File: config.mk
export PLATFORM = sky130hd
export DESIGN_NAME = hash_addr_generator
export DESIGN_NICKNAME = d
export VERILOG_FILES = /design/src/rtl/hash_addr_generator.sv
export SDC_FILE = /design/constraint.sdc
export NUM_CORES = 1
export LEC_CHECK = 0
export BUFFER_PORTS_ARGS = -buffer_cell sky130_fd_sc_hd__buf_2
export CORE_ASPECT_RATIO = 0.6
export CORE_MARGIN = 1
export CORE_UTILIZATION = 29
export CTS_CLUSTER_DIAMETER = 40
export CTS_CLUSTER_SIZE = 20
export DETAILED_ROUTE_END_ITERATION = 8
export GPL_ROUTABILITY_DRIVEN = 0
export MAX_ROUTING_LAYER = met4
export PLACE_DENSITY = 0.57
export SYNTH_ARGS = -nofsm -noshare
export SYNTH_HDL_FRONTEND = slang
export SYNTH_SLANG_ARGS = --single-unit
File: constraint.sdc
create_clock -name clk -period 1.7 [get_ports clk]
set_clock_uncertainty 0.05 [all_clocks]
set_input_delay 0.17 -clock clk [delete_from_list [all_inputs] [get_ports clk]]
set_output_delay 0.17 -clock clk [all_outputs]
set_load 0.01 [all_outputs]
File: src/rtl/hash_addr_generator.sv
// ---------------------------------------------------------------------------
// hash_addr_generator
//
// Upstream stage of the K-hot address decoder. One key is accepted per
// valid/ready handshake. The key seeds a Galois LFSR. The LFSR then steps once
// per cycle, and each step yields one bucket address below SIZE. When K
// addresses have been collected, they are presented packed on generated_addr.
// They are held there until the downstream stage accepts them.
//
// Chunk i occupies generated_addr[BIT*(i+1)-1 : BIT*i].
//
// Optional feature (compile-time macro DISTINCT_ADDR_EN):
//   When this macro is defined, a candidate address that equals a chunk
//   already written in the current set is rejected. The LFSR still steps, and
//   the slot is retried on the next cycle. After MAX_RETRY consecutive
//   rejections, the duplicate is accepted so that the set always completes.
//   When the macro is undefined, duplicates are written as-is and the latency
//   is fixed at K+1 cycles.
//
// Ports:
//   clk             in   1        rising-edge clock
//   rst_n           in   1        asynchronous active-low reset
//   in_valid        in   1        a key is offered
//   in_ready        out  1        block can accept a key (IDLE only)
//   in_data         in   DATA_W   key, sampled only at acceptance
//   out_valid       out  1        generated_addr holds a complete set
//   out_ready       in   1        consumer accepts the set
//   generated_addr  out  K*BIT    packed bucket addresses
//   busy            out  1        high while addresses are being generated
// ---------------------------------------------------------------------------
module hash_addr_generator #(
  parameter int                SIZE      = 8,
  parameter int                K         = 4,
  parameter int                BIT       = $clog2(SIZE),
  parameter int                DATA_W    = 8,
  parameter logic [DATA_W-1:0] TAPS      = 8'hB8,
  parameter logic [DATA_W-1:0] SEED      = 8'hA5,
  parameter int                MAX_RETRY = 15
) (
  input  logic               clk,
  input  logic               rst_n,
  input  logic               in_valid,
  output logic               in_ready,
  input  logic [DATA_W-1:0]  in_data,
  output logic               out_valid,
  input  logic               out_ready,
  output logic [K*BIT-1:0]   generated_addr,
  output logic               busy
);

  // The chunk counter must be at least one bit wide, even when K == 1.
  localparam int              CNT_W    = (K > 1) ? $clog2(K) : 1;
  localparam logic [CNT_W-1:0] LAST_CNT = CNT_W'(K - 1);
  // SIZE may equal 2**BIT, so the fold comparison uses one extra bit.
  localparam logic [BIT:0]    SIZE_EXT = (BIT + 1)'(SIZE);

  typedef enum logic [1:0] {
    ST_IDLE = 2'd0,
    ST_GEN  = 2'd1,
    ST_DONE = 2'd2
  } state_t;

  state_t             state_r;
  logic [DATA_W-1:0]  lfsr_r;
  logic [CNT_W-1:0]   cnt_r;
  logic [K*BIT-1:0]   generated_addr_r;
  logic               out_valid_r;
  logic               in_ready_r;
  logic               busy_r;

  logic [DATA_W-1:0]  nxt_s;
  logic [DATA_W-1:0]  load_s;
  logic [BIT-1:0]     addr_s;
  logic               write_en_s;
  logic [K*BIT-1:0]   gen_next_s;

  // Galois LFSR step: shift right, and fold in the taps when bit 0 leaves.
  always_comb begin
    if (lfsr_r[0]) begin
      nxt_s = (lfsr_r >> 1) ^ TAPS;
    end else begin
      nxt_s = lfsr_r >> 1;
    end
  end

  // Fold the low LFSR bits into [0, SIZE). One subtraction is enough because
  // the raw value is below 2**BIT, which is at most 2*SIZE.
  always_comb begin
    if ({1'b0, nxt_s[BIT-1:0]} >= SIZE_EXT) begin
      addr_s = BIT'({1'b0, nxt_s[BIT-1:0]} - SIZE_EXT);
    end else begin
      addr_s = nxt_s[BIT-1:0];
    end
  end

  // Seed the LFSR from the key. An all-zero state would lock the LFSR, so it
  // is replaced by SEED.
  always_comb begin
    if ((in_data ^ SEED) == {DATA_W{1'b0}}) begin
      load_s = SEED;
    end else begin
      load_s = in_data ^ SEED;
    end
  end

`ifdef DISTINCT_ADDR_EN
  localparam int               RETRY_W   = (MAX_RETRY > 0) ? $clog2(MAX_RETRY + 1) : 1;
  localparam logic [RETRY_W-1:0] RETRY_CAP = RETRY_W'(MAX_RETRY);

  logic [RETRY_W-1:0] retry_r;
  logic               dup_s;

  // Compare the candidate against every chunk already written in this pass.
  always_comb begin
    dup_s = 1'b0;
    for (int i = 0; i < K; i++) begin
      dup_s = dup_s | ((CNT_W'(i) < cnt_r) &&
                       (generated_addr_r[i*BIT +: BIT] == addr_s));
    end
  end

  // Reject a duplicate unless the retry budget is exhausted.
  always_comb begin
    if (dup_s && (retry_r < RETRY_CAP)) begin
      write_en_s = 1'b0;
    end else begin
      write_en_s = 1'b1;
    end
  end

  // Retry counter: counts consecutive rejections for the current slot.
  always_ff @(posedge clk or negedge rst_n) begin
    if (!rst_n) begin
      retry_r <= {RETRY_W{1'b0}};
    end else if (state_r != ST_GEN) begin
      retry_r <= {RETRY_W{1'b0}};
    end else if (write_en_s) begin
      retry_r <= {RETRY_W{1'b0}};
    end else begin
      retry_r <= retry_r + RETRY_W'(1);
    end
  end
`else
  // Without the distinct-address feature, every GEN cycle writes a chunk.
  assign write_en_s = 1'b1;
`endif

  // Next packed vector: only the slot selected by cnt_r takes the new
  // address. Slots not yet written keep their previous contents.
  always_comb begin
    gen_next_s = generated_addr_r;
    for (int i = 0; i < K; i++) begin
      if (write_en_s && (cnt_r == CNT_W'(i))) begin
        gen_next_s[i*BIT +: BIT] = addr_s;
      end else begin
        gen_next_s[i*BIT +: BIT] = generated_addr_r[i*BIT +: BIT];
      end
    end
  end

  // Control FSM with registered handshake and status outputs.
  always_ff @(posedge clk or negedge rst_n) begin
    if (!rst_n) begin
      state_r          <= ST_IDLE;
      lfsr_r           <= {DATA_W{1'b0}};
      cnt_r            <= {CNT_W{1'b0}};
      generated_addr_r <= {(K*BIT){1'b0}};
      out_valid_r      <= 1'b0;
      in_ready_r       <= 1'b0;
      busy_r           <= 1'b0;
    end else begin
      case (state_r)
        ST_IDLE: begin
          if (in_valid && in_ready_r) begin
            lfsr_r     <= load_s;
            cnt_r      <= {CNT_W{1'b0}};
            in_ready_r <= 1'b0;
            busy_r     <= 1'b1;
            state_r    <= ST_GEN;
          end else begin
            in_ready_r <= 1'b1;
          end
        end
        ST_GEN: begin
          lfsr_r           <= nxt_s;
          generated_addr_r <= gen_next_s;
          if (write_en_s) begin
            cnt_r <= cnt_r + CNT_W'(1);
            if (cnt_r == LAST_CNT) begin
              out_valid_r <= 1'b1;
              busy_r      <= 1'b0;
              state_r     <= ST_DONE;
            end
          end
        end
        ST_DONE: begin
          // in_ready stays low here, so a key can never be accepted in the
          // same cycle as the output handshake.
          if (out_ready) begin
            out_valid_r <= 1'b0;
            in_ready_r  <= 1'b1;
            state_r     <= ST_IDLE;
          end
        end
        default: begin
          state_r          <= ST_IDLE;
          lfsr_r           <= {DATA_W{1'b0}};
          cnt_r            <= {CNT_W{1'b0}};
          generated_addr_r <= {(K*BIT){1'b0}};
          out_valid_r      <= 1'b0;
          in_ready_r       <= 1'b0;
          busy_r           <= 1'b0;
        end
      endcase
    end
  end

  assign in_ready       = in_ready_r;
  assign out_valid      = out_valid_r;
  assign generated_addr = generated_addr_r;
  assign busy           = busy_r;

endmodule

# After elaboration in Yosys (flattened, before gate mapping)

Cells that the tools add are included.

Bits in registers: 27
Input port bits: 12

$add $sub $neg: 1
Equality and inequality tests: 11
Muxes and demuxes: 24
Bitwise operators: 6
Reduce and logical (&&, ||, !) cells: 14

Operators with widths:

| cell                | number |
|---|---|
| $mux 8              | 3 |
| $pmux 12 s2         | 1 |
| $pmux 8 s3          | 1 |
| $mux 3              | 4 |
| $ne 2x2->1 const B  | 6 |
| $pmux 2 s3          | 2 |
| $reduce_and 2->1    | 6 |
| $pmux 1 s3          | 3 |
| $reduce_and 3->1    | 3 |
| $logic_not 8->1     | 1 |
| $mux 2              | 4 |
| $eq 2x2->1 const B  | 3 |
| $mux 1              | 6 |
| $eq 2x1->1 const B  | 2 |
| $logic_not 2->1     | 2 |
| $not 1->1           | 4 |
| $not 3->4           | 1 |
| $not 4->4           | 1 |
| $add 2x1->2 const B | 1 |
| $reduce_or 2->1     | 1 |
| $logic_and 1x1->1   | 1 |

# Longest topological paths before layout

Word-level depth: 5
Mapped depth: 5
Gate-level depth less buffers: 4

# Worst setup path after synthesis

No wires, ideal clock.

Path type: register to register
Start: register in_ready_r, in the netlist in_ready
End: register lfsr_r[1]
Setup time: 125 ps
Arrival time: 1140 ps
Path slack: 385 ps
Cell stages (with the launch flop): 4
Path buffers: 0
Period minus slack after synthesis: 1315 ps
Cells stage by stage: dfrtp_1 -> and3b_1 -> nor2_2 -> mux2_2

Longest elaborated chain between the ends: 3

RTL lines:

| item                              | RTL line | RTL |
|---|---|---|
| start: declaration                | 68       | `logic in_ready_r;` |
| start signal: assignment          | 169      | `in_ready_r <= 1'b0;` |
| start signal: assignment          | 177      | `in_ready_r <= 1'b0;` |
| start signal: assignment          | 181      | `in_ready_r <= 1'b1;` |
| $logic_and 1x1->1                 | 174      | `if (in_valid && in_ready_r) begin` |
| $ne 2x2->1 (no source line)       | n/a      |  |
| $reduce_and 2->1 (no source line) | n/a      |  |
| end signal: assignment            | 165      | `lfsr_r <= {DATA_W{1'b0}};` |
| end signal: assignment            | 175      | `lfsr_r <= load_s;` |
| end signal: assignment            | 185      | `lfsr_r <= nxt_s;` |
| end: declaration                  | 64       | `logic [DATA_W-1:0] lfsr_r;` |

Every way passes these cells.
A chain may end at the register's enable or synchronous reset.

# Worst setup path after layout

Start: register state_r[0]
End: register lfsr_r[5]

Longest elaborated chain between the ends: 3
Elaborated cells between the ends (all ways): 7

RTL lines:

| item                                                            | RTL line | RTL |
|---|---|---|
| start: declaration                                              | 63       | `state_t state_r;` |
| start signal: assignment                                        | 164      | `state_r <= ST_IDLE;` |
| start signal: assignment                                        | 179      | `state_r <= ST_GEN;` |
| start signal: assignment                                        | 192      | `state_r <= ST_DONE;` |
| $logic_not 2->1 / $eq 2x2->1 (equally long branches)            | 172      | `case (state_r)` |
| $ne 2x2->1 (no source line) / $not 1->1 (equally long branches) | n/a      |  |
| $reduce_and 2->1 (no source line)                               | n/a      |  |

Parallel ways exist; a longest one is shown, timed or not.

==> impl_metrics.yaml <==
global_routing:
  grt.total_usage_pct: 15.0
  gr-total-overflow: 0
  antenna_found_initial: 0
  grt_max_degree: 28
  grt_pass1_vias: 1024
  grt_first_pass_wirelength_mm: 5.27
worst_setup_path:
  crit_type: "reg2reg"
  start_kind: "flop"
  critPathLaunch: "state_r[0]$_DFFE_PN0P_"
  cp_top_family: "flip-flops"
  r2r-start: "state_r[0]$_DFFE_PN0P_"
  cp_max_fo: 13
  path_depth: 3
  worstPathArrival_ns: 1.69
  slowest_delay_ns: 0.60
  critPathSlowestCell: "dfrtp_1"
  rr_worst_depth: 3
  path_cells: "nor2b_1, a221oi_1, a31oi_1"
  worst_setup_path_end_kind: "flop"
  crit_buf_inv: 0
  crit_required_ns: 1.85
layout:
  fin_util_pct: 37.5
  syn_to_final_growth_pct: 19.5
  fill_cells: 452
  nets: 161
  n_antenna_cell: 0
  drive_gt1_share_pct: 26.4
  regArea_um2: 676
  multiInputGateArea_um2: 623
floorplan:
  row_count: 18
  dieArea_mm2: 0.00492
  die_h_um: 54.7
  die_w_um: 89.9
  ios: 27
  coreArea_mm2: 0.00428
  start_util_pct: 31.4
drt:
  ant_nets: 0
  vias: 1040
  wl_mm: 3.35
  drtIter0Drc: 37
  dr.pass1.iters: 4
  drc: 0
  routedWlPerCell_um: 16.4
  avgViaCountPerCell: 5.10
timing:
  fin_crit_ns: 1.54
  tns_ns: 0
  finalHoldViolations: 0
  fin_crit_sh_pct: 90.7
  slew_headroom_pct: 58.1
  setup_viol: 0
  fmax_ghz: 0.649
  grt_setup_unrepaired: "no"
  tightest_slew_ns: 0.628
  maxSlewViolCount: 0
yosys:
  synth_seq_area_share_pct: 50.3
  synth.distinct_cells: 26
  syn_area_mm2: 0.00134
  syn_inst: 116
  synth_seq_cells: 27
  synth_nets: 132
  avgSynthCellArea_um2: 11.6
  yosysWarnings: 0
clocking:
  cts_made_buffers: 3
  clk_pin_slew_ns: 0.09
  cts-root-buf: "clkbuf_8"
  postCtsSetupBuffers: 0
  clock_path_buffers: 2
  cts_max_level: 1
  tritoncts: "yes"
  insertion_delay_ns: 0.27
  clkSinkCount: 27
place:
  dp.final_hpwl_mm: 2.49
  portBuffers: 26
hold_path:
  holdPathStages: 2
  hold_path_startpoint: "in_data[0]"
  hold_path.class: "in2reg"
outcome:
  outcome: "finished clean"
power_and_ir_drop:
  pwr_density_cell_mw_per_mm2: 1980
  peakVddDrop_mv: 0.523
  power_leakage_uw: 0.000698
run:
  maxCapViolations: 0
[cell usage after synthesis]
cell        n  share of area [%]
a21oi_1     1               0.37
a221o_1     2                1.5
a221oi_1    4                2.6
a22o_1      2                1.3
a311oi_1    1               0.65
a31oi_1     5                2.3
and2_1      3                1.4
and3b_1     1               0.65
and4bb_1    1               0.93
buf_2       3                1.1
clkbuf_1    4                1.1
dfrtp_1    27                 50
ha_1        4                3.7
inv_1       4                1.1
mux2_2      3                2.5
mux2i_1    14                 10
nand2_1     5                1.4
nand2b_1    1               0.47
nor2_1      8                2.2
nor2_2      1               0.47
nor2b_1     3                1.4
nor4bb_1    2                1.5
o21ai_0     2               0.74
o2bb2ai_1  12                7.8
xnor2_1     2                1.3
xor2_1      1               0.65
[per-stage QoR]
step	setup slack (ns)	std cells	power [µW]	hold WS, ns	area [µm²]
final	0.159	204	3180	0.0380	1610
after floorplan	0.385	116	2290	-0.176	1340
after global routing	0.0538	204	3410	0.0416	1610
after CTS	0.157	204	3200	0.0308	1610
after detailed placement	0.184	199	2810	0.167	1550
after global placement	0.225	199	2730	0.158	1550
[worst reg2reg max path, stage by stage, from the launching register on]
cell and delay [ns]:
dfrtp_1 0.60, nor2b_1 0.50, a221oi_1 0.15, a31oi_1 0.17
[layout by cell type, fill, tap and decap left out, types with 5 or more instances in the layout]
cell        n
o2bb2ai_1  12
mux2i_1    14
nand2_1     5
nor2_1      8
a31oi_1     5
dfrtp_1    27
buf_2      26
[area by class of cell]
cell class | instances | share of cell area (%)
clock buffer | 3 | 2.57
clock inverter | 1 | 0.312
inverter | 4 | 0.935
multi-input combinational | 78 | 38.8
sequential | 27 | 42.1
tap | 60 | 4.68
timing repair buffer | 31 | 10.6
[power by group]
group	leakage, µW	switching, µW	internal [µW]
clock	0.0000255	199	164
sequential	0.000304	273	946
combinational	0.000368	839	759
[path summary, 6_finish.rpt]
path | to | slack [ns]
worst max-delay path | lfsr_r[5]$_DFFE_PN0P_ | 0.16
worst min-delay path | lfsr_r[0]$_DFFE_PN0P_ | 0.04
worst max register to register | lfsr_r[5]$_DFFE_PN0P_ | 0.16
worst min register to register | generated_addr[1]$_DFFE_PN0P_ | 0.46
max in group asynchronous | in_ready$_DFFE_PN0P_ | 0.80
min in group asynchronous | generated_addr[7]$_DFFE_PN0P_ | 0.40
[timing repair]
action | CTS | global route
hold buffers | 1 | 0
resized for setup | 0 | 0
endpoints found under the hold margin | 27 | 0
[flip-flops by register name, summed over array words and instances, names as in the netlist]
name / count
lfsr_r: 8
generated_addr: 12
out_valid: 1
busy: 1
cnt_r: 2
in_ready: 1
state_r: 2
[kinds of logic after synthesis]
kind of cell	after synthesis	share of synthesized area, %
AO/OA/AOI/OAI	29	17.3
XOR/XNOR	3	1.96
adder cells (fa/ha/maj)	4	3.72
buffers and inverters	11	3.35
flip-flops	27	50.3
multiplexers	17	12.9
AND/OR/NAND/NOR	25	10.4
[layer usage]
layer / GRT usage [%] / wire length [µm] / vias up
met4: 4.03 / 14 / 0
met3: 4.03 / 175 / 2
met2: 22.7 / 1420 / 27
li1: - / - / 487
met5: - / 0 / -
met1: 20.2 / 1750 / 524
Note: power is estimated with default switching activity, not from simulation.
